$ cat src/rtl/or16_response_checker_sat_counter.sv
// Saturating up-counter with a registered at-max flag that tracks the count.
module sat_counter #(
    parameter int unsigned CNT_W = 8
) (
    input  logic             clk,
    input  logic             reset,
    input  logic             inc,
    output logic [CNT_W-1:0] count,
    output logic             at_max
);

    localparam logic [CNT_W-1:0] MAX_VAL = '1;

    logic [CNT_W-1:0] count_q, count_d;
    logic             at_max_q, at_max_d;

    always_comb begin
        count_d  = count_q;
        if (inc && !at_max_q) begin
            count_d = count_q + CNT_W'(1);
        end
        at_max_d = (count_d == MAX_VAL);
    end

    always_ff @(posedge clk) begin
        if (reset) begin
            count_q  <= '0;
            at_max_q <= 1'b0;
        end else begin
            count_q  <= count_d;
            at_max_q <= at_max_d;
        end
    end

    assign count  = count_q;
    assign at_max = at_max_q;

endmodule

$ cat config.mk
export PLATFORM = sky130hd
export DESIGN_NAME = sat_counter
export DESIGN_NICKNAME = d
export VERILOG_FILES = /design/src/rtl/or16_response_checker_sat_counter.sv
export SDC_FILE = /design/constraint.sdc
export NUM_CORES = 1
export LEC_CHECK = 0
export BUFFER_PORTS_ARGS = -buffer_cell sky130_fd_sc_hd__buf_2
export CAP_MARGIN = 5
export CORE_AREA = 2 2 39 41
export DETAILED_ROUTE_END_ITERATION = 7
export DIE_AREA = 0 0 41 43
export PLACE_DENSITY = 0.47
export SLEW_MARGIN = 20
export SYNTH_ARGS = -nofsm -noshare
export SYNTH_HDL_FRONTEND = slang
export SYNTH_SLANG_ARGS = --single-unit
export TNS_END_PERCENT = 50
$ cat constraint.sdc
create_clock -name clk -period 2.3 [get_ports clk]
set_input_delay 0.46 -clock clk [delete_from_list [all_inputs] [get_ports clk]]
set_output_delay 0.46 -clock clk [all_outputs]
set_load 0.03 [all_outputs]
==> results of run 1 <==
## kinds of logic (layout without fill, tap and decap cells)
kind of cell	after synthesis	after routing
buffers and inverters	2	15
XOR/XNOR	8	8
multiplexers	1	1
AND/OR/NAND/NOR	22	22
flip-flops	9	9
AO/OA/AOI/OAI	1	1
adder cells (fa/ha/maj)	1	1
## stage by stage
step           instances  utilization  worst slack [ns]  cell area (µm²)  power, mW
2_1_floorplan         44            -             0.933              399      0.191
3_3_place_gp          69        0.336             0.750              465      0.200
3_5_place_dp          69        0.336             0.760              465      0.199
4_1_cts               73        0.355             0.839              492      0.324
5_1_grt               73        0.355             0.800              492      0.337
6_report              73        0.355             0.851              492      0.317
## how the worst max path moves through the flow
stage,startpoint,to
3_5_place_dp,inc,at_max$_SDFF_PP0_
2_1_floorplan,count[0]$_SDFF_PP0_,at_max$_SDFF_PP0_
3_3_place_gp,inc,at_max$_SDFF_PP0_
5_1_grt,count[0]$_SDFF_PP0_,count[0]
4_1_cts,count[0]$_SDFF_PP0_,count[0]
6_report,count[0]$_SDFF_PP0_,count[0]
## power groups by stage
stage	clock, mW	sequential [mW]	combinational, mW
2_1_floorplan	0	0.176	0.0150
3_3_place_gp	0	0.170	0.0293
3_5_place_dp	0	0.170	0.0291
4_1_cts	0.128	0.167	0.0292
5_1_grt	0.138	0.167	0.0320
6_report	0.122	0.167	0.0289
## cells in the mapped netlist
cell,number
ha_1,1
nor2b_1,1
nor2_1,10
buf_1,1
mux2i_1,1
and4b_1,1
and3_1,1
dfxtp_1,9
nand4bb_1,1
a21oi_1,1
buf_2,1
xnor2_1,2
xor2_1,6
nand2_1,3
nor3_1,1
nand4_1,4
## flip-flops by register name, indices dropped and copies added (netlist names)
signal	flops
at_max	1
count	8
## layout make-up
class | count | area [µm²] | area share
Multi-Input combinational cell | 33 | 210 | 0.427
Sequential cell | 9 | 180 | 0.366
Timing Repair Buffer | 11 | 55.1 | 0.112
Clock buffer | 4 | 26.3 | 0.0534
Tap cell | 16 | 20.0 | 0.0407
## per-layer routing
metal,vias to the layer above,share of wire,global-route usage,wire length (µm)
met2,8,0.45,0.138,330
met4,0,0.026,0.100,19
met1,139,0.47,0.137,342
li1,173,-,-,-
met3,2,0.055,0.0628,40
met5,-,0,0,0
==> results.md, run 1 <==
* Synth top area cells: dfxtp_1, xor2_1, nor2_1
* Final max-slew violation count at 0
* Slew headroom at 0.711
* Net Sw Power at a little under 80 µW
* Clock buffer count from CTS at 3
* Seq/Total Area, Yosys at 0.451
* # nets final at 62
* Hold_sp: reset
* Worst endpoint data arrival time at 0.99 ns
* Mux contribution to synthesized area at 0.0251
* Largest net degree at the start of global routing at 10
* P per Cell Area at 645 nW/µm²
* Outcome: finished clean
* Min-Delay Path Class: primary input to flop
* Switching share of total power at 0.251
* CP peak stage delay at 0.48 ns
* Total negative slack at 0 ns
* R2R setup slack at 1.00 ns
* WS Path Type: flop to output port
* Post-synth top area share at 0.451
* Clock skew at about 0.0040 ns
* Hold path depth at 2
* Hold Slack at 0.487 ns
* Synth unique cells at 16
* Vias per Instance at between 4 and 5
* Peak supply drop at 0.000321 V
* Finish-stage setup viols at 0
* Antenna violations before repair at 0
* Final hold vios at 0
* Total Die Area at around 1800 µm²
* Overflow left after global routing at 0
* # H-tree levels at 1
* CTS clk-pin slew, worst paths at 0.06 ns
* Root Driver: clkbuf_4
* Rows at 14
* Synthesis-to-layout area growth at 23.2%
* Worst setup EP type: output port
* I/O pin count at 12
* WP buf/inv at 1
* CTS sink cnt at 9
* Cell count after synthesis at 44
* Commonest cells after routing, fill and taps aside: buf_2, nor2_1, dfxtp_1, xor2_1, nand4_1
* Fillcell total at 152
* Largest family of logic cells by synthesized area: simple AND/OR/NAND/NOR gates
* Syn_area_per_cell at 9.07 µm²
* CP top delay family: flip-flops
* IO buf count at 11
* DR iter-0 viols at 0
* Post_cts resized at 0
* Synth Area in Compound Gates at 0.0125
* Unrepaired setup endpoints after global routing: false
* Synthesis Warnings at 0
* Worst-Margin Slew at 0.432 ns
* Worst r2r dst: at_max$_SDFF_PP0_
* Total nets after synthesis at 48
* Simple-gate share of the synthesized area at 0.282
* Mapped Area at 399 µm²
* Register bit total from synthesis at 9
* Crit Reg-Reg Startpoint: at_max$_SDFF_PP0_
* CTS tree: yes
* Post-route ant nets at 0
* Worst EP required at around 1.8 ns
* Clk_lat worst skew at 0.26 ns
* Worst r2r path cells at 4
* Clock network fraction of design power at 0.384
* Worst hold endpoint: count[2]$_SDFF_PP0_
* Power Internal at 238 µW
* Period utilization at 0.630
* Post-synthesis adder-cell area fraction at 0.0313
* Die Wd at approximately 41 µm
* Comb power frac at 0.091
* WL final at 732 µm
* Vias in the first global route at 300
* Placer congestion estimate at 0.697
* Fmax at 690 MHz
* Maximum buffer depth of the clock tree at 2
* First-pass GRT wire length at ~1200 µm
* Height of the die at 43 µm
* Slowest-stage cell, CP: dfxtp_1
* Post-route DRC at 0
* GR Util All Layers at 0.114
* Core ar. at around 1400 µm²
* Max cap viols at 0
* Antenna cells at 0
* Starting Density at 0.288
* Routed WL per cell at 10.0 µm
* Min Tclk post-route at 1.45 ns
* Crit path cell chain: buf_2
* Synth area leader: dfxtp_1
* Most common cell after layout, fill and taps aside: buf_2
* Synth Area in XOR/XNOR at 0.176
* Routed via count at 322
* Critical path depth at 1
* Post-CTS setup buffer count at 0
* Leak pwr at 0.224 nW
* First-pass iteration count of the detailed router at 1
* Kind of start point of the critical path: flop
* Reg power frac at 0.525
* CP Max Fanout at 8
* Layout cell share with drive strength beyond 1 at 0.246
* Cts hold-fix bufs at 0
(Power assumes the default switching activity.)
==> run 2: changes to the inputs <==
ABC_AREA = 1   (was unset)
PLACE_DENSITY = 0.54   (was 0.47)
clock period = 1.4 ns   (was 2.3 ns; I/O delays follow)
==> run 2 against run 1 <==
Net effect: routed wire length up 22%; critical path depth grew 9; power up 64%; count of clock-buffer cells in the layout is the same; non-clock buffer count unchanged; final cell count up 36%; largest power group unchanged; hold slack lost 0.20 ns; synthesized cell count up 57%; synthesized area increased by 21%.
==> results.md, run 2 <==
* Outcome: finished clean
* CTS clk-pin slew, worst paths at 0.06 ns
* Post-synth ARST share at 0
* Slowest-stage cell, CP: dfxtp_2
* Core ar. at 1380 µm²
* Most instantiated library cell after synthesis: nand2_1
* Final max-slew violation count at 0
* DR iter-0 viols at 1
* CTS tree: yes
* Min-Delay Path Class: primary input to flop
* CP top delay family: simple AND/OR/NAND/NOR gates
* P per Cell Area at around 890 nW/µm²
* Worst EP required at 1.55 ns
* Switching share of total power at 0.251
* Antenna cells at 0
* IO buf count at 11
* Layout cell share with drive strength beyond 1 at 0.313
* Routed WL per cell at 9.02 µm
* EDFF count, synth at 0
* Synth area leader: dfxtp_1
* Hold Slack at 0.287 ns
* Crit path cell chain: ha_1, nand3_2, nor2_4, nand2_1, nand2_1, nand2_1, nand2_1, inv_1, nand2_1, nor2_2
* Register bit total from synthesis at 9
* Fmax at 801 MHz
* WP buf/inv at 1
* Placed cell area at roughly 560 µm²
* Period utilization at 0.891
* First-pass iteration count of the detailed router at 2
* Syn_area_per_cell at 7.00 µm²
* Final hold vios at 0
* Hpwl dp at 724 µm
* Synth cell count leaders: nand2_1, inv_1, dfxtp_1
* Root Driver: clkbuf_4
* Post-synth top area share at 0.373
* Clock buffer count from CTS at 3
* WS Path Type: flop to flop
* Worst-Margin Slew at approximately 0.22 ns
* Power Internal at roughly 390 µW
* Comb power frac at 0.100
* Vias in the first global route at 381
* Clock skew at 0.00192 ns
* Clk_lat worst skew at 0.26 ns
* Die Wd at 41 µm
* Starting Density at 0.349
* Worst setup EP type: flop
* Synthesis Warnings at 0
* Post-route ant nets at 0
* # H-tree levels at 1
* Total Die Area at around 1800 µm²
* Seq/Total Area, Yosys at 0.373
* Synth unique cells at 18
* Worst endpoint data arrival time at roughly 1.4 ns
* Max cap viols at 0
* Min Tclk post-route at 1.25 ns
* Total power at 521 µW
* Rows at 14
* Commonest cells after routing, fill and taps aside: nand2_1, buf_2, inv_1, dfxtp_1, a21oi_1
* Fillcell total at 160
* Total negative slack at 0 ns
* M2 GR Usage at 0.172
* Synthesis-to-layout area growth at 21.8%
* I/O pin count at 12
* WL final at ~890 µm
* # nets final at between 80 and 90
* Leak pwr at around 0.28 nW
* GR Util met1 at 0.147
* Layout Utilization at 0.425
* CP peak stage delay at 0.35 ns
* Unrepaired setup endpoints after global routing: false
* Main flop type after synthesis: dfxtp_1
* Fin area at 588 µm²
* Max reg flops at 8
* Cell count after synthesis at 69
* Placer congestion estimate at ~0.71
* CP Max Fanout at 4
* Slew headroom at 0.855
* GR Layer Usage met3 at 0.0314
* Most common cell after layout, fill and taps aside: nand2_1
* First-pass GRT wire length at 1410 µm
* Synth top area cells: dfxtp_1, nand2_1, inv_1
* Net Sw Power at 131 µW
* GR peak layer: met2
* Most used cell, CP: nand2_1
* Peak supply drop at 0.000468 V
* Overflow left after global routing at 0
* Largest net degree at the start of global routing at 9
* Kind of start point of the critical path: flop
* Finish-stage setup viols at 0
* Reg power frac at 0.515
* Routed via count at 449
* Vias per Instance at 4.54
* Maximum buffer depth of the clock tree at 2
* Total nets after synthesis at 73
* Post-route DRC at 0
* Height of the die at 43 µm
* Antenna violations before repair at 0
* CTS sink cnt at 9
* Clock network fraction of design power at 0.385
* GR Util All Layers at 0.122
* Mapped Area at between 400 and 500 µm²
## run 2: changes by cell type after synthesis, moves of 2 or more
cell      delta
nand4_1      -3
o21ai_0      +2
nand3b_1     +2
nor2_1       -6
nand2_1     +17
xor2_1       -5
nor2_2       +4
inv_1       +10
nand3_2      +3
a21oi_1      +4
nand3_1      +2
xnor2_1      -2
## run 2: what timing repair did
action | 4_1_cts | 5_1_grt
setup buffers | 0 | 0
gates resized for setup | 0 | 2
hold buffers | 0 | 0
setup endpoints to repair | 0 | 1
## run 2: layout make-up
cell class	count	area (µm²)	area share
multi-input combinational	48	263	0.447
sequential	9	183	0.311
timing repair buffer	11	55.1	0.0936
inverter	11	41.3	0.0702
clock buffer	4	26.3	0.0447
tap	16	20.0	0.0340
## run 2: cells by family after synthesis
| group | Yosys count | share of synthesized area |
|---|---|---|
| buffers and inverters | 12 | 0.0933 |
| AND/OR/NAND/NOR | 38 | 0.402 |
| AO/OA/AOI/OAI | 8 | 0.0881 |
| adder cells (fa/ha/maj) | 1 | 0.0259 |
| flip-flops | 9 | 0.373 |
| XOR/XNOR | 1 | 0.0181 |
## run 2: worst paths after layout
path | depth (start not counted) | slack, ns | from | end
worst max-delay path | 10 | 0.15 | count[0]$_SDFF_PP0_ | at_max$_SDFF_PP0_
worst min-delay path | 2 | 0.29 | reset | count[0]$_SDFF_PP0_
worst max register to register | 10 | 0.15 | count[0]$_SDFF_PP0_ | at_max$_SDFF_PP0_
worst min register to register | 2 | 0.51 | count[6]$_SDFF_PP0_ | count[6]$_SDFF_PP0_
## run 2: per-stage QoR
step / instances / setup slack (ns)
final: 99 / 0.152
after global routing: 99 / 0.0180
after CTS: 99 / 0.116
after detailed placement: 95 / 0.132
after global placement: 95 / 0.145
after floorplan: 69 / 0.0714
## run 2: layer usage
| layer | share of wire | routed length [µm] |
|---|---|---|
| met5 | 0 | 0 |
| met4 | 0.038 | 34 |
| met3 | 0.068 | 61 |
| met2 | 0.43 | 380 |
| met1 | 0.47 | 417 |
## run 2: power groups by stage
stage / registers (mW) / logic (mW) / clock network (mW)
floorplan: 0.285 / 0.0275 / 0
global placement: 0.275 / 0.0522 / 0
detailed placement: 0.274 / 0.0524 / 0
CTS: 0.269 / 0.0526 / 0.207
global route: 0.270 / 0.0579 / 0.216
finish: 0.269 / 0.0520 / 0.201
